<file path="config.mk">
export PLATFORM = sky130hd
export DESIGN_NAME = lfsr_seq_ctrl
export DESIGN_NICKNAME = d
export VERILOG_FILES = /design/src/rtl/lfsr_seq_ctrl_pkg.sv /design/src/rtl/lfsr_rr_arb2.sv /design/src/rtl/lfsr_seq_ctrl.sv
export SDC_FILE = /design/constraint.sdc
export NUM_CORES = 1
export LEC_CHECK = 0
export CAP_MARGIN = 40
export CORE_MARGIN = 10
export CORE_UTILIZATION = 45
export CTS_CLUSTER_SIZE = 8
export DETAILED_ROUTE_END_ITERATION = 7
export PLACE_DENSITY_LB_ADDON = 0.25
export SYNTH_ARGS = -nofsm -noshare
export SYNTH_HDL_FRONTEND = slang
export SYNTH_SLANG_ARGS = --single-unit
</file>
<file path="constraint.sdc">
create_clock -name clk -period 4 [get_ports clk]
set_input_delay 1 -clock clk [delete_from_list [all_inputs] [get_ports clk]]
set_output_delay 1 -clock clk [all_outputs]
set_load 0.01 [all_outputs]
</file>
<file path="src/rtl/lfsr_seq_ctrl_pkg.sv">
// Shared types and helpers for the LFSR sequencing controller and its arbiter.
package lfsr_seq_ctrl_pkg;

    localparam int unsigned LFSR_W_DEF    = 5;
    localparam int unsigned LFSR_MAXB_DEF = 8;
    localparam int unsigned NBITS_W       = 4;
    localparam int unsigned NREQ          = 2;

    typedef enum logic [2:0] {
        ST_UNSEEDED = 3'd0,
        ST_SEED     = 3'd1,
        ST_IDLE     = 3'd2,
        ST_RUN      = 3'd3,
        ST_DONE     = 3'd4
    } seq_state_e;

    // A request of zero bits, or more than the collector holds, means a full word.
    function automatic int unsigned clamp_nbits(input logic [NBITS_W-1:0] nbits,
                                                input int unsigned        maxb);
        int unsigned req;
        req = 32'(nbits);
        if ((req == 0) || (req > maxb)) begin
            return maxb;
        end
        return req;
    endfunction

endpackage

</file>
<file path="src/rtl/lfsr_rr_arb2.sv">
// Two-way round-robin grant; the priority pointer only moves when a response completes.
module lfsr_rr_arb2 (
    input  logic       clk,
    input  logic       rst,
    input  logic [1:0] req_i,
    input  logic       en_i,
    input  logic       done_i,
    output logic [1:0] gnt_o_c,
    output logic       gnt_id_o_c
);

    logic ptr_q;

    always_ff @(posedge clk) begin
        if (rst) begin
            ptr_q <= 1'b0;
        end else if (done_i) begin
            ptr_q <= ~ptr_q;
        end
    end

    // The pointed-to requester wins; otherwise the other one, if it asks.
    always_comb begin
        gnt_id_o_c = req_i[ptr_q] ? ptr_q : ~ptr_q;
        gnt_o_c    = 2'b00;
        if (en_i && (|req_i)) begin
            gnt_o_c = gnt_id_o_c ? 2'b10 : 2'b01;
        end
    end

endmodule

</file>
<file path="src/rtl/lfsr_seq_ctrl.sv">
// Sequencing controller for an external LFSR: reseed handshake plus two
// round-robin requesters that each collect up to MAXB bits of lfsr_out.
module lfsr_seq_ctrl
    import lfsr_seq_ctrl_pkg::*;
#(
    parameter int unsigned W    = LFSR_W_DEF,
    parameter int unsigned MAXB = LFSR_MAXB_DEF
) (
    input  logic               clk,
    input  logic               rst,
    input  logic               cfg_valid,
    output logic               cfg_ready,
    input  logic [W-1:0]       cfg_seed,
    input  logic [W-1:0]       cfg_taps,
    input  logic [NREQ-1:0]    req_valid,
    output logic [NREQ-1:0]    req_ready,
    input  logic [NBITS_W-1:0] req_nbits_0,
    input  logic [NBITS_W-1:0] req_nbits_1,
    output logic [NREQ-1:0]    resp_valid,
    input  logic [NREQ-1:0]    resp_ready,
    output logic [MAXB-1:0]    resp_data,
    output logic               lfsr_reinit,
    output logic               lfsr_advance,
    output logic [W-1:0]       lfsr_initial_state,
    output logic [W-1:0]       lfsr_taps,
    input  logic               lfsr_out
);

    localparam int unsigned CNT_W = $clog2(MAXB + 1);

    seq_state_e state_q, state_d;

    logic [W-1:0]     seed_q, seed_d;
    logic [W-1:0]     taps_q, taps_d;
    logic [MAXB-1:0]  coll_q, coll_d;
    logic [CNT_W-1:0] cnt_q, cnt_d;
    logic [CNT_W-1:0] nbits_q, nbits_d;
    logic             id_q, id_d;
    logic             cfg_ready_q, cfg_ready_d;
    logic [NREQ-1:0]  resp_valid_q, resp_valid_d;
    logic             reinit_q, reinit_d;
    logic             advance_q, advance_d;

    logic               cfg_take_c;
    logic               grant_en_c;
    logic               run_last_c;
    logic               resp_hs_c;
    logic [NREQ-1:0]    gnt_c;
    logic               gnt_id_c;
    logic [NBITS_W-1:0] gnt_nbits_c;

    // A zero seed is accepted but ignored; a real reseed beats any request.
    assign cfg_take_c  = cfg_valid && cfg_ready_q && (cfg_seed != '0);
    assign grant_en_c  = (state_q == ST_IDLE) && !cfg_take_c && !rst;
    assign run_last_c  = (cnt_q == (nbits_q - CNT_W'(1)));
    assign resp_hs_c   = (state_q == ST_DONE) && resp_ready[id_q];
    assign gnt_nbits_c = gnt_id_c ? req_nbits_1 : req_nbits_0;

    lfsr_rr_arb2 u_arb (
        .clk        (clk),
        .rst        (rst),
        .req_i      (req_valid),
        .en_i       (grant_en_c),
        .done_i     (resp_hs_c),
        .gnt_o_c    (gnt_c),
        .gnt_id_o_c (gnt_id_c)
    );

    always_ff @(posedge clk) begin
        if (rst) begin
            state_q <= ST_UNSEEDED;
        end else begin
            state_q <= state_d;
        end
    end

    always_comb begin
        state_d = state_q;
        unique case (state_q)
            ST_UNSEEDED: if (cfg_take_c) state_d = ST_SEED;
            ST_SEED:     state_d = ST_IDLE;
            ST_IDLE: begin
                if (cfg_take_c) begin
                    state_d = ST_SEED;
                end else if (|gnt_c) begin
                    state_d = ST_RUN;
                end
            end
            ST_RUN:      if (run_last_c) state_d = ST_DONE;
            ST_DONE:     if (resp_hs_c) state_d = ST_IDLE;
            default:     state_d = ST_UNSEEDED;
        endcase
    end

    // Datapath next values and state-decoded outputs, registered below.
    always_comb begin
        seed_d  = seed_q;
        taps_d  = taps_q;
        id_d    = id_q;
        nbits_d = nbits_q;
        cnt_d   = cnt_q;
        coll_d  = coll_q;

        if (cfg_take_c) begin
            seed_d = cfg_seed;
            taps_d = cfg_taps;
        end

        if (|gnt_c) begin
            id_d    = gnt_id_c;
            nbits_d = CNT_W'(clamp_nbits(gnt_nbits_c, MAXB));
            cnt_d   = '0;
            coll_d  = '0;
        end

        if (state_q == ST_RUN) begin
            coll_d = coll_q | (MAXB'(lfsr_out) << cnt_q);
            cnt_d  = cnt_q + CNT_W'(1);
        end

        cfg_ready_d  = (state_d == ST_UNSEEDED) || (state_d == ST_IDLE);
        reinit_d     = (state_d == ST_SEED);
        advance_d    = (state_d == ST_RUN);
        resp_valid_d = (state_d == ST_DONE) ? (id_d ? 2'b10 : 2'b01) : 2'b00;
    end

    always_ff @(posedge clk) begin
        if (rst) begin
            seed_q       <= '0;
            taps_q       <= '0;
            id_q         <= 1'b0;
            nbits_q      <= '0;
            cnt_q        <= '0;
            coll_q       <= '0;
            cfg_ready_q  <= 1'b0;
            reinit_q     <= 1'b0;
            advance_q    <= 1'b0;
            resp_valid_q <= '0;
        end else begin
            seed_q       <= seed_d;
            taps_q       <= taps_d;
            id_q         <= id_d;
            nbits_q      <= nbits_d;
            cnt_q        <= cnt_d;
            coll_q       <= coll_d;
            cfg_ready_q  <= cfg_ready_d;
            reinit_q     <= reinit_d;
            advance_q    <= advance_d;
            resp_valid_q <= resp_valid_d;
        end
    end

    // req_ready must answer req_valid in the same cycle, so it is the one combinational output.
    assign req_ready          = gnt_c;
    assign cfg_ready          = cfg_ready_q;
    assign resp_valid         = resp_valid_q;
    assign resp_data          = coll_q;
    assign lfsr_reinit        = reinit_q;
    assign lfsr_advance       = advance_q;
    assign lfsr_initial_state = seed_q;
    assign lfsr_taps          = taps_q;

endmodule
</file>
# == After elaboration in Yosys (flattened, before gate mapping) ==
# Index checks and enable logic that the tools add are counted.
# word_totals
mem_bits_rw,0
ff_bits,36
latch_bits,0
mem_bits_ro,0
inputBits,26
n_memories,0
# op_classes
n_shift,1
n_addsub,2
multipliers,0
muxes,24
div,0
n_bitwise,3
n_reduce_logical,18
n_lt_le_gt_ge,3
eq_ne,9
# ops
op,n
4-bit 2-to-1 mux,5
8-bit 2-to-1 mux,2
3-bit 2-to-1 mux,5
3-bit case mux with 5 select lines,1
3-bit by 2-bit equality test with 1-bit output (second input constant),4
1-bit 2-to-1 mux,8
8-bit OR,1
1-bit by 4-bit left shift with 8-bit output,1
3-bit by 1-bit equality test with 1-bit output (second input constant),2
3-bit equality test (second input constant),2
1-bit logical AND,6
3-bit zero test,2
2-bit 2-to-1 mux,3
2-bit OR reduction,3
5-bit nonzero test,1
4-bit by 1-bit adder with 4-bit output (second input constant),1
4-bit equality test,1
4-bit > comparator (second input constant),1
4-bit zero test,1
1-bit by 2-bit < comparator with 1-bit output (second input constant),2
4-bit by 1-bit subtractor with 4-bit output (second input constant),1
1-bit zero test,2
1-bit logical OR,2
1-bit inverter,2
2-bit nonzero test,1

# == Longest topological paths before layout ==
# Gate-level depths: netlist of run 1.
# logic_depth
depth_word,14
depth_mapped,6
mapped_depth_nobuf,6

# == By module ==
# From an unflattened synthesis of run 1, not the netlist that was laid out.
# hier_totals
hier_cells,171
area_unflattened_um2,1616.6
# by_module_without_submodules
module,cells_per_inst,n_inst,area_each_um2
lfsr_seq_ctrl,162,1,1556.5
lfsr_rr_arb2,9,1,60.1

# == Worst setup path before layout of run 1 ==
# No wires, ideal clock.
# synth_path
path_kind,input port to output port
start,input cfg_seed[0]
end,output req_ready[0]
setup_slack_ps,866
cell_stages,4
required_time_ps,3000
arrival_time_ps,2134
cell_sequence,or4_1 > o211ai_2 > nand2_1 > nor2_1
# synth_between
elab_chain_cells,7
# synth_rtl
element,line_no,rtl
from (decl),lfsr_seq_ctrl.sv:13,"input logic [W-1:0] cfg_seed,"
5-bit nonzero test,lfsr_seq_ctrl.sv:53,assign cfg_take_c = cfg_valid && cfg_ready_q && (cfg_seed != '0);
1-bit logical AND,lfsr_seq_ctrl.sv:53,
1-bit zero test,lfsr_seq_ctrl.sv:54,assign grant_en_c = (state_q == ST_IDLE) && !cfg_take_c && !rst;
1-bit logical AND (2 in series),lfsr_seq_ctrl.sv:54,
1-bit logical AND,lfsr_rr_arb2.sv:26,if (en_i && (|req_i)) begin
2-bit 2-to-1 mux,lfsr_rr_arb2.sv:26,
to (decl),lfsr_seq_ctrl.sv:16,"output logic [NREQ-1:0] req_ready,"
# Every way passes these cells.

# == Worst setup path in the final report of run 1 ==
# layout_path
start,input cfg_seed[0]
end,output req_ready[1]
# Same word-level chain as after synthesis.

==> metrics.md, run 1 <==
| Metric | Value |
|---|---|
| Maximum vdd ir drop | 216.1 µV |
| Leakage power | 0.8436 nW |
| Fraction of synthesized area in multiplexers | 1.190% |
| Number of primary I/O pins | 51 |
| Horizontal extent of the die | 81.16 µm |
| Net count reported at finish | 272 |
| Proportion of layout cells with a drive suffix above 1 | 9.796% |
| Global route hottest layer | met2 |
| Biggest area consumer among synthesized cells | sky130_fd_sc_hd__dfxtp_1 |
| Nature of the critical path startpoint | primary input |
| Core area | 3633 µm² |
| Height of the chip | 81.16 µm |
| Status | completed |
| CTS H-Tree Depth | 2 |
| Vias in the first global route | 1,453 |
| Adder-Cell Fraction of Synth Area | 1.487% |
| Max Transition Viols Final | 0 |
| Reg2Reg Launch Point | state_q[2] |
| CTS Buffer Depth | 2 |
| Synth warn | 0 |
| Final setup skew | 0.003091 ns |
| Combinational family with the most area after synthesis | simple AND/OR/NAND/NOR gates |
| Unrepaired setup endpoints after global routing | no |
| Required time at the endpoint of the critical path | 3.00 ns |
| Setup violators final | 0 |
| Proportion of synthesized flip-flops having asynchronous set or reset | 0% |
| Endpoint kind of the worst setup timing path | output pin |
| GRT met2 Usage | 21.18% |
| Met3 GRT Util | 5.188% |
| Detail-routed via count per cell | 5.242 |
| Hold Violations, Final | 0 |
| Post-synth top area share | 42.83% |
| Buffers added on ports | 50 |
| Mapped Cells | 193 |
| Remaining DRCs | 0 |
| Detailed-router iteration count before antenna repair | 4 |
| Register area share after synthesis | 42.83% |
| Total power | 0.7405 mW |
| Clock Root Buffer | sky130_fd_sc_hd__clkbuf_8 |
| Global routing met1 resource utilization | 15.22% |
| Initial standard-cell utilization of the core | 46.32% |
| Setup ws final | 0.2030 ns |
| Compound-gate portion of the synthesized area | 18.81% |
| Fin crit share | 94.92% |
| GRT Overall Usage | 13.03% |
| Routability Congestion | 0.8263 |
| F_max | 263.4 MHz |
| Final cell count without fillers | 293 |
| Cell area after technology mapping | 1683 µm² |
| Critical path origin | cfg_seed[0] |
| Least-Margin Pin Slew | 0.6770 ns |
| Clock latency of the later-clocked register in the worst-skew pair | 0.28 ns |
| Synth top area cells | sky130_fd_sc_hd__dfxtp_1 (43%), sky130_fd_sc_hd__a21oi_1 (5.9%), sky130_fd_sc_hd__nand2_1 (4.7%) |
| Largest net degree at the start of global routing | 23 |
| Core Rows | 22 |
| Largest driver fanout on the critical path | 4 |
| Overall overflow remaining after global route | 0 |
| Antenna fix cells | 0 |
| Most used DFF post-synth | sky130_fd_sc_hd__dfxtp_1 |
| Most common cell after layout, fill and taps aside | sky130_fd_sc_hd__clkdlybuf4s50_1 |
| Final critical delay including setup and external delays | 3.797 ns |
| Termination of the worst setup path | req_ready[1] |
| Antenna violations before repair | 0 |
| Initial DRC count | 49 |
| Depth of the most critical reg-to-reg path | 4 |
| Capture instance of the worst register-to-register path | resp_data[5] |
| Number of synthesized flops with an enable pin | 0 |
| Commonest cells after routing, fill and taps aside | sky130_fd_sc_hd__clkdlybuf4s50_1 (48), sky130_fd_sc_hd__dfxtp_1 (36), sky130_fd_sc_hd__nand2_1 (21) |
| Post-synthesis share of cell area spent on xor and xnor gates | 5.502% |
| Number of distinct standard cells referenced by the synthesized netlist | 42 |
| Critical path class | in2out |
| Class of the worst hold path | reg2reg |
| Count of state elements after synthesis | 36 |
| Per-instance average area after synthesis | 8.720 µm² |
| Number of antenna-violating nets in the routed design | 0 |
| Number of vias in the routed layout | 1,536 |
| Post-placement setup slack | -0.05252 ns |
| Clock sink count | 36 |
| Number of maximum-capacitance violations | 0 |
| Area growth, synth to finish | 38.14% |
| Post-DR wirelength/cell | 14.24 µm |
| First-pass GRT wire length | 6803 µm |
| FF-to-FF setup slack | 2.03 ns |
| DRT Wirelength | 4173 µm |
| Clock transition time at the flip-flop clock pins of the worst setup and hold paths | 0.07 ns |
| Simple-gate area share of the yosys netlist | 25.06% |
| Final instance area | 2325 µm² |
| Area of the die | 6586 µm² |
| CTS buffer count | 5 |
| Estimated wirelength of the detail-placed design | 3171 µm |
| Remaining max-slew budget at the tightest pin | 54.87% |
| Clock tree from TritonCTS | built |
| Cell Count Post-Placement | 284 |
| Syn_nets | 221 |
| Cell Pwr Density | 318.5 nW/µm² |
| Crit path DAT | 2.80 ns |
| Placed Area | 2221 µm² |
## what timing repair did
| item | CTS | global route |
|---|---|---|
| setup endpoints to repair | 2 | 0 |
| hold buffers | 0 | 0 |
| gates resized for setup | 3 | 0 |
| setup buffers | 1 | 0 |
## where the power goes
group / internal, mW / switching, mW
Clock: 0.140 / 0.125
Sequential: 0.368 / 0.00802
Combinational: 0.0539 / 0.0462
## registers in the layout, summed over array words and instances, names as in the netlist
name                count
resp_data               8
lfsr_initial_state      5
lfsr_taps               5
cnt_q                   4
nbits_q                 4
state_q                 3
resp_valid              2
cfg_ready               1
id_q                    1
lfsr_advance            1
lfsr_reinit             1
u_arb.ptr_q             1
## per-layer routing
metal	share of wire [%]	vias to the layer above	wire length [µm]
met1	43	715	1790
met4	1.2	0	51
li1	-	787	-
met5	0	-	0
met2	50	28	2089
met3	5.8	6	242
## layout make-up
| cell class | instances | area [µm²] |
|---|---|---|
| clock buffers | 7 | 86.33 |
| clock inverters | 1 | 7.507 |
| fillers | 338 | 1309 |
| inverters | 5 | 18.77 |
| multi-input cells | 139 | 880.8 |
| flip-flops and latches | 36 | 720.7 |
| well taps | 48 | 60.06 |
| repair buffers | 57 | 550.5 |
## through the flow
step	TNS, ns	util, %	hold WS, ns
floorplan	0	-	0.4582
global placement	-0.03363	61.12	0.4419
detailed placement	-0.06050	61.12	0.4483
CTS	0	63.98	0.4553
global route	0	63.98	0.4702
finish	0	63.98	0.4551
## worst max-delay path: stages
cell,delay [ns]
sky130_fd_sc_hd__clkdlybuf4s50_1,0.42
sky130_fd_sc_hd__or4_1,0.58
sky130_fd_sc_hd__o211ai_2,0.28
sky130_fd_sc_hd__nand3_2,0.14
sky130_fd_sc_hd__inv_1,0.10
sky130_fd_sc_hd__dlygate4sd2_1,0.27
## cells in the mapped netlist (3+ instances only)
library cell,number
sky130_fd_sc_hd__nor2_1,19
sky130_fd_sc_hd__a21oi_1,20
sky130_fd_sc_hd__nor4_1,6
sky130_fd_sc_hd__nand2_1,21
sky130_fd_sc_hd__nand2b_1,6
sky130_fd_sc_hd__nor3_1,9
sky130_fd_sc_hd__inv_1,5
sky130_fd_sc_hd__a31oi_1,5
sky130_fd_sc_hd__o211ai_1,3
sky130_fd_sc_hd__buf_2,3
sky130_fd_sc_hd__clkbuf_1,8
sky130_fd_sc_hd__xnor2_1,3
sky130_fd_sc_hd__dfxtp_1,36
sky130_fd_sc_hd__xor2_1,5
sky130_fd_sc_hd__nor2b_1,3
sky130_fd_sc_hd__a211oi_1,3
sky130_fd_sc_hd__nor4b_1,4
## logic make-up (layout without fill, tap and decap cells)
family                   count (synthesis)  in the layout
XOR/XNOR                                 9              9
flip-flops                              36             36
buffers and inverters                   18             70
AND/OR/NAND/NOR                         80             80
multiplexers                             2              2
adder cells (fa/ha/maj)                  2              2
AO/OA/AOI/OAI                           46             46
## how the worst min path moves through the flow
stage,cells after the start,start,endpoint,slack (ns)
finish,2,lfsr_taps[2],lfsr_taps[2],0.46
global route,2,lfsr_taps[2],lfsr_taps[2],0.47
CTS,2,lfsr_taps[2],lfsr_taps[2],0.46
detailed placement,2,lfsr_taps[2],lfsr_taps[2],0.45
global placement,2,lfsr_initial_state[1],lfsr_initial_state[1],0.44
floorplan,2,nbits_q[1],nbits_q[1],0.46
Power figures use the tool's default switching activity.
==> run 2, diff against run 1 <==
CELL_PAD_IN_SITES_DETAIL_PLACEMENT = 1   (was unset)
CELL_PAD_IN_SITES_GLOBAL_PLACEMENT = 2   (was unset)
CORE_UTILIZATION = 29   (was 45)
SLEW_MARGIN = 10   (was unset)
==> run 2 against run 1 <==
  * Combinational power about the same
  * Routed wire length is 19% higher
  * Sequential share of layout area is 0.28 points lower
  * Design area increased by 0.91%
  * Sequential power about the same
  * Cell count is 7.8% higher
==> metrics.md, run 2 (synthesis gave the netlist of run 1 again) <==
| Metric | Value |
|---|---|
| Status | completed (unchanged) |
| Height of the chip | 96.18 µm (was 81.16 µm) |
| Post-placement setup slack | -0.03852 ns (was -0.05252 ns) |
| Cell class contributing the biggest share of worst-path delay | simple AND/OR/NAND/NOR gates (was buffers and inverters) |
| Overall overflow remaining after global route | 0 (unchanged) |
| Endpoint kind of the worst setup timing path | output pin (unchanged) |
| Required time at the endpoint of the critical path | 3.00 ns (about the same) |
| Clock sink count | 36 (unchanged) |
| F_max | 267.0 MHz (was 263.4 MHz) |
| CTS Buffer Depth | 2 (unchanged) |
| Maximum vdd ir drop | 157.5 µV (was 216.1 µV) |
| Buffers added on ports | 50 (unchanged) |
| CTS buffer count | 5 (unchanged) |
| Unrepaired setup endpoints after global routing | no (unchanged) |
| Critical path origin | cfg_seed[0] (unchanged) |
| Area growth, synth to finish | 39.41% (was 38.14%) |
| Fin crit share | 93.65% (was 94.92%) |
| Remaining DRCs | 0 (unchanged) |
| Min Hold Slack | 0.4591 ns (was 0.4551 ns) |
| Cell Pwr Density | 317.1 nW/µm² (was 318.5 nW/µm²) |
| Detailed-router iteration count before antenna repair | 4 (unchanged) |
| Worst stage delay on the critical path | 0.57 ns (was 0.58 ns) |
| Multi-input gate area in the final layout | 880.8 µm² (unchanged) |
| CTS H-Tree Depth | 2 (unchanged) |
| Commonest cells after routing, fill and taps aside | sky130_fd_sc_hd__clkdlybuf4s50_1 (48), sky130_fd_sc_hd__dfxtp_1 (36), sky130_fd_sc_hd__nand2_1 (21) (unchanged) |
| Final cell count without fillers | 316 (was 293) |
| Clock latency of the later-clocked register in the worst-skew pair | 0.29 ns (was 0.28 ns) |
| Core Rows | 27 (was 22) |
| Crit path DAT | 2.75 ns (was 2.80 ns) |
| Clock transition time at the flip-flop clock pins of the worst setup and hold paths | 0.07 ns (about the same) |
| Launch point of the worst hold path | lfsr_taps[2] (unchanged) |
| Final-layout fill cell count | 670 (was 338) |
| Core area | 5574 µm² (was 3633 µm²) |
| Routability Congestion | 0.7478 (was 0.8263) |
| Setup ws final | 0.2541 ns (was 0.2030 ns) |
| Total power | 0.7439 mW (was 0.7405 mW) |
| Max Transition Viols Final | 0 (unchanged) |
| First-pass GRT wire length | 8217 µm (was 6803 µm) |
| Initial DRC count | 66 (was 49) |
| Horizontal extent of the die | 96.18 µm (was 81.16 µm) |
| Estimated wirelength of the detail-placed design | 3795 µm (was 3171 µm) |
| Hold Violations, Final | 0 (unchanged) |
| Count of hold-fix buffers inserted at cts | 0 (unchanged) |
| Number of vias in the routed layout | 1,546 (was 1,536) |
| Number of antenna-violating nets in the routed design | 0 (unchanged) |
| Number of maximum-capacitance violations | 0 (unchanged) |
| Cell Count Post-Placement | 308 (was 284) |
| Leakage power | 0.8474 nW (was 0.8436 nW) |
| Clock Root Buffer | sky130_fd_sc_hd__clkbuf_8 (unchanged) |
| Most common cell after layout, fill and taps aside | sky130_fd_sc_hd__clkdlybuf4s50_1 (unchanged) |
| Remaining max-slew budget at the tightest pin | 53.53% (was 54.87%) |
| Core utilization of the finished layout | 42.09% (was 63.98%) |
| Class of the worst hold path | reg2reg (unchanged) |
| Reg2Reg Launch Point | state_q[2] (unchanged) |
| Least-Margin Pin Slew | 0.6970 ns (was 0.6770 ns) |
| DRT Wirelength | 4967 µm (was 4173 µm) |
| Antenna violations before repair | 0 (unchanged) |
| Critical path class | in2out (unchanged) |
| Antenna fix cells | 0 (unchanged) |
| Setup violators final | 0 (unchanged) |
| Number of flip-flops under the largest register name | 8 (unchanged) |
| Largest driver fanout on the critical path | 3 (was 4) |
| Vias in the first global route | 1,651 (was 1,453) |
| Initial standard-cell utilization of the core | 30.19% (was 46.32%) |
| Area of the die | 9250 µm² (was 6586 µm²) |
| Slowest stage cell on the critical path | sky130_fd_sc_hd__or4_1 (unchanged) |
| Post CTS Setup Buffer Count | 0 (was 1) |
| Final critical delay including setup and external delays | 3.746 ns (was 3.797 ns) |
| Proportion of layout cells with a drive suffix above 1 | 9.836% (was 9.796%) |
| Cell breakdown of the critical path | clkdlybuf4s50_1 -> or4_1 -> o211ai_2 -> nand2_1 -> nor2_1 -> dlygate4sd2_1 (was clkdlybuf4s50_1 -> or4_1 -> o211ai_2 -> nand3_2 -> inv_1 -> dlygate4sd2_1) |
| Detail-routed via count per cell | 4.892 (was 5.242) |
| GRT Overall Usage | 11.31% (was 13.03%) |
| Number of primary I/O pins | 51 (unchanged) |
| Largest net degree at the start of global routing | 23 (unchanged) |
| Clock tree from TritonCTS | built (unchanged) |
| Final setup skew | 0.004694 ns (was 0.003091 ns) |
| Area used by sequential logic in the layout | 720.7 µm² (unchanged) |
| WP buf/inv | 2 (was 3) |
| Nature of the critical path startpoint | primary input (unchanged) |
| Net count reported at finish | 271 (was 272) |
| Post-DR wirelength/cell | 15.72 µm (was 14.24 µm) |
run 2: cell types whose count changed in the layout (fill, tap and decap cells not counted), sizes merged:
cell / change
clkbuf: -1
buf: -1
clkinv: +2
clkinvlp: -1
run 2: layout make-up:
| cell class | count | area share [%] |
|---|---|---|
| clock buffer | 6 | 3.520 |
| clock inverter | 2 | 0.4267 |
| inverter | 5 | 0.8000 |
| multi-input combinational | 139 | 37.55 |
| sequential | 36 | 30.72 |
| tap | 72 | 3.840 |
| timing repair buffer | 56 | 23.15 |
run 2: path summary, 6_finish.rpt:
check	depth (start not counted)	end	slack, ns
min reg2reg	2	lfsr_taps[2]	0.46
min	2	lfsr_taps[2]	0.46
max	6	req_ready[0]	0.25
max reg2reg	4	resp_data[7]	1.98
run 2: where the power goes:
part           switching, mW  total, mW  internal (mW)
Clock                  0.130      0.268          0.137
Sequential           0.00820      0.376          0.368
Combinational         0.0472      0.100         0.0532
run 2: timing repair:
action	4_1_cts	5_1_grt
endpoints found under the hold margin	0	0
gates resized for setup	3	0
endpoints found under the setup margin	2	0
run 2: through the flow:
step / TNS [ns] / instance area (µm²)
2_1_floorplan: 0 / 1683
3_3_place_gp: -0.03745 / 2251
3_5_place_dp: -0.06929 / 2251
4_1_cts: 0 / 2346
5_1_grt: 0 / 2346
6_report: 0 / 2346
run 2: worst reg2reg max path, stage by stage (launching register included):
cell,delay (ns)
sky130_fd_sc_hd__dfxtp_1,0.40
sky130_fd_sc_hd__or3b_4,0.44
sky130_fd_sc_hd__or3_1,0.58
sky130_fd_sc_hd__o21ai_4,0.38
sky130_fd_sc_hd__nor2_1,0.10
run 2: layer usage:
metal  vias up  GRT usage (%)  wire, µm
li1        785              -         -
met5         -              0         0
met1       732          13.72      2231
met2        24          18.39      2434
met4         0          4.423        57
met3         5          3.268       244
